[src/rtl/mips_boot_loader.sv]
// mips_boot_loader: accepts a program as a valid/ready word stream, writes it into
// instruction memory one word per transfer, then pulses start to launch the MIPS core.
module mips_boot_loader #(
   parameter int          DATA_W    = 32,
   parameter int          ADDR_W    = 10,
   parameter logic [31:0] BASE_ADDR = 32'h0
) (
   input  logic              clk,
   input  logic              rst_n,
   input  logic              load_req,
   input  logic              in_valid,
   input  logic [DATA_W-1:0] in_data,
   input  logic              in_last,
   output logic              in_ready,
   output logic              imem_we,
   output logic [31:0]       imem_addr,
   output logic [DATA_W-1:0] imem_wdata,
   output logic              start,
   output logic              busy,
   output logic              err,
   output logic [ADDR_W:0]   word_count
);
   typedef enum logic [2:0] {IDLE, LOAD, DRAIN, START, RUN, ERR} state_t;
   localparam logic [ADDR_W:0] LAST_SLOT = {1'b0, {ADDR_W{1'b1}}};
   state_t state;
   logic   take;
   // in_ready is only ever high in LOAD, so a transfer implies the LOAD state
   assign take = in_valid & in_ready;
   always_ff @(posedge clk or negedge rst_n) begin
      if (!rst_n) begin
         state      <= IDLE;
         in_ready   <= 1'b0;
         imem_we    <= 1'b0;
         imem_addr  <= '0;
         imem_wdata <= '0;
         start      <= 1'b0;
         busy       <= 1'b0;
         err        <= 1'b0;
         word_count <= '0;
      end else begin
         imem_we <= 1'b0;
         start   <= 1'b0;
         case (state)
            IDLE, RUN, ERR: if (load_req) begin
               state      <= LOAD;
               in_ready   <= 1'b1;
               busy       <= 1'b1;
               err        <= 1'b0;
               word_count <= '0;
            end
            LOAD: if (take) begin
               imem_we    <= 1'b1;
               imem_addr  <= BASE_ADDR + (32'(word_count) << 2);
               imem_wdata <= in_data;
               word_count <= word_count + 1'b1;
               if (in_last) begin
                  state    <= DRAIN;
                  in_ready <= 1'b0;
               end else if (word_count == LAST_SLOT) begin
                  state    <= ERR;
                  in_ready <= 1'b0;
                  busy     <= 1'b0;
                  err      <= 1'b1;
               end
            end
            DRAIN: begin
               state <= START;
               start <= 1'b1;
               busy  <= 1'b0;
            end
            START:   state <= RUN;
            default: state <= IDLE;
         endcase
      end
   end
endmodule

[config.mk]
export PLATFORM = sky130hd
export DESIGN_NAME = mips_boot_loader
export DESIGN_NICKNAME = d
export VERILOG_FILES = /design/src/rtl/mips_boot_loader.sv
export SDC_FILE = /design/constraint.sdc
export NUM_CORES = 1
export LEC_CHECK = 0
export ABC_AREA = 1
export BUFFER_PORTS_ARGS = -buffer_cell sky130_fd_sc_hd__buf_2
export CORE_ASPECT_RATIO = 2
export CORE_UTILIZATION = 30
export DETAILED_ROUTE_END_ITERATION = 8
export GPL_TIMING_DRIVEN = 0
export HOLD_SLACK_MARGIN = 0.12
export RECOVER_POWER = 25
export SLEW_MARGIN = 20
export SYNTH_ARGS = -nofsm -noshare
export SYNTH_HDL_FRONTEND = slang
export SYNTH_SLANG_ARGS = --single-unit
[constraint.sdc]
create_clock -name clk -period 3.45 [get_ports clk]
set_input_delay 0.1725 -clock clk [delete_from_list [all_inputs] [get_ports clk]]
set_output_delay 0.1725 -clock clk [all_outputs]
set_load 0.03 [all_outputs]
==> flow_summary.yaml <==
detailed_routing:
  vias_per_cell: 4.403
  drtIter0Drc: 175
  routedWlPerCell_um: 12.51
  final_antenna_net_count: 0
  num_vias: 2633
  drc: 0
  dr.pass1.iters: 4
  wirelength_mm: 7.482
critical_path:
  end_kind: "async pin"
  crit_path_start_kind: "input port"
  critPathArrivalTime_ps: 1840
  path_cells: "dlygate4sd3_1 > clkbuf_1"
  worst-path-buf-inv: 2
  critPathRequiredTime_ps: 3600
  crit_fanout: 28
  slowest_stage: "clkbuf_1"
  cp_top_family: "buffers and inverters"
  slowest_delay_ps: 1130
  crit_type: "input port to async pin"
sta:
  fin_crit_ps: 1690
  final-setup-viol-count: 0
  fmax_mhz: 591.8
  hold_viol: 0
  period_share: 0.4897
  finalSetupTns_ps: 0
  slew_headroom: -0.04661
  skew_ps: 4.793
  tightest_slew_ps: 1570
  maxSlewViolCount: 28
  grt_setup_unrepaired: "no"
grt:
  grt_usage: 0.1597
  grt_max_degree: 36
  grt_pass1_vias: 2421
  grt_pass1_wl_mm: 11.72
  overflow: 0
  antenna_found_initial: 0
placed_design:
  port_buffers: 95
  hpwl_mm: 5.333
  gp_congestion: 0.7821
die:
  fp.dieW_um: 69.93
  ios: 117
  fp.dieH_um: 137.9
  start_util: 0.3093
  rows: 49
  die_area_um2: 9641
  core_area_um2: 8951
cts:
  htreeDepth: 3
  cts_buffers: 9
  clockBufferDepth: 2
  path_clk_slew_ps: 50
  cts_tree: "done"
  holdBufCountCts: 33
  cts_root_buffer: "clkbuf_16"
  cts_sinks: 62
  clock_latency_ps: 330
  cts_resized: 0
  postCtsSetupRepairBufs: 0
pwr:
  p_seq_frac: 0.325
  p_per_area_nw_per_um2: 826.4
  p_clk_frac: 0.245
  leakagePower_nw: 2.334
  p_int_mw: 1.898
  p_comb_frac: 0.430
  p_sw_mw: 1.462
  switching_share: 0.4351
  ir_drop_v: 0.0003155
logic_synthesis:
  synth_warnings: 0
  synthCells: 332
  synthFlopType: "dfrtp_1"
  synth-edff-count: 0
  yosys.area.top_type_share: 0.5603
  ys_top_cells_by_count: "nand2_1, dfrtp_1, buf_4"
  synth_area_um2: 2769
  postSynthAreaPerCell_um2: 8.340
  yosysMostFrequentCell: "nand2_1"
  yosys.area.top_type: "dfrtp_1"
  ys_seq_area_frac: 0.5603
  synth_cell_types: 21
  synth_area_leaders: "dfrtp_1, nand2_1, buf_4"
  async_flop_share: 1.000
  ys_ff_latch: 62
run_status:
  outcome: "finished, violations left"
  violations: "capacitance limit, slew limit"
final_layout:
  finish.utilization: 0.4542
  drive_above_1_share: 0.2843
  num_antenna_cells: 0
  nets: 530
  fillers: 865
  syn_to_final_growth_pct: 46.81
worst_hold_path:
  hp-class: "input port to register"
job:
  max_cap_violations: 1
==> registers in the layout, summed over array words and instances, names as in the netlist <==
register	flops
busy	1
imem_wdata	32
imem_we	1
imem_addr	11
start	1
state	3
err	1
in_ready	1
word_count	11
==> final cells by class <==
| type | instances | area [um^2] | area share |
|---|---|---|---|
| clock inverters | 1 | 5.005 | 0.001231 |
| well taps | 102 | 127.6 | 0.03139 |
| clock buffers | 14 | 264.0 | 0.06494 |
| plain buffers | 31 | 220.2 | 0.05417 |
| repair buffers | 129 | 824.5 | 0.2028 |
| multi-input cells | 239 | 997.2 | 0.2453 |
| flip-flops and latches | 62 | 1551 | 0.3817 |
| inverters | 20 | 75.07 | 0.01847 |
==> per-layer routing <==
layer | track usage | routed length, um | up-vias
met2 | 0.2879 | 4106 | 97
met4 | 0.1044 | 280 | 0
met3 | 0.03706 | 334 | 18
met5 | 0 | 0 | -
met1 | 0.1632 | 2761 | 1215
li1 | - | - | 1303
==> cell usage in the layout, fill, tap and decap left out <==
master	Yosys	layout
nor2_1	15	15
o21a_1	1	1
nor2_2	1	1
clkbuf_16	0	9
dfrtp_1	62	62
nand3_1	16	16
nand2_2	1	1
nand4_1	2	2
xor2_1	2	2
clkbuf_8	0	2
o21bai_1	1	1
buf_6	2	2
buf_12	0	1
o21ai_0	19	19
nand2_1	153	153
dlygate4sd3_1	0	33
clkinv_2	0	1
inv_1	18	19
a21oi_1	4	4
conb_1	1	21
buf_4	22	22
ha_1	1	1
clkbuf_1	2	6
buf_2	5	99
inv_2	2	1
nor2_4	2	2
==> final timing paths <==
kind	startpoint	end	slack (ps)	depth (start not counted)
setup / recovery	rst_n	imem_we	1760	2
setup reg to reg	word_count[0]	state[2]	1870	8
max in group clk	word_count[0]	state[2]	1870	8
hold / removal	in_last	state[1]	170	3
min in group asynchronous	rst_n	start	770	2
hold reg to reg	imem_wdata[13]	imem_wdata[13]	460	2
==> worst min-delay path: cells and delay by family <==
family / cells / cell delay (ps)
buffers and inverters: 1 / 120
AND/OR/NAND/NOR: 1 / 90
AO/OA/AOI/OAI: 1 / 70
==> cells by family (layout without fill, tap and decap cells) <==
family	count (synthesis)	count (layout)	share of synthesized area
compound gates	25	25	0.04700
xor+xnor	2	2	0.006327
fa+ha+maj	1	1	0.004518
buf+inv	51	195	0.1066
flops	62	62	0.5603
other cells	1	21	0.001354
simple gates	190	190	0.2738
==> metrics by stage <==
stage               instances  cell area [um^2]  setup WS, ps  total power [mW]  hold WS, ps
detailed placement        550              3470          1873             2.525        121.5
global route              598              4065          1387             3.591        187.4
CTS                       598              4069          1859             3.396        163.0
finish                    598              4065          1760             3.359        168.9
floorplan                 352              2844          1915             2.091       -123.1
global placement          549              3447          1890             2.495        373.1
==> power groups by stage <==
stage               sequential (mW)  clock [mW]  combinational, mW
finish                         1.09       0.825               1.44
global route                   1.12       0.879               1.59
CTS                            1.09       0.846               1.46
detailed placement             1.10           0               1.43
global placement               1.09           0               1.40
floorplan                      1.52           0              0.571
No activity file was read; power rests on OpenSTA's default activity.
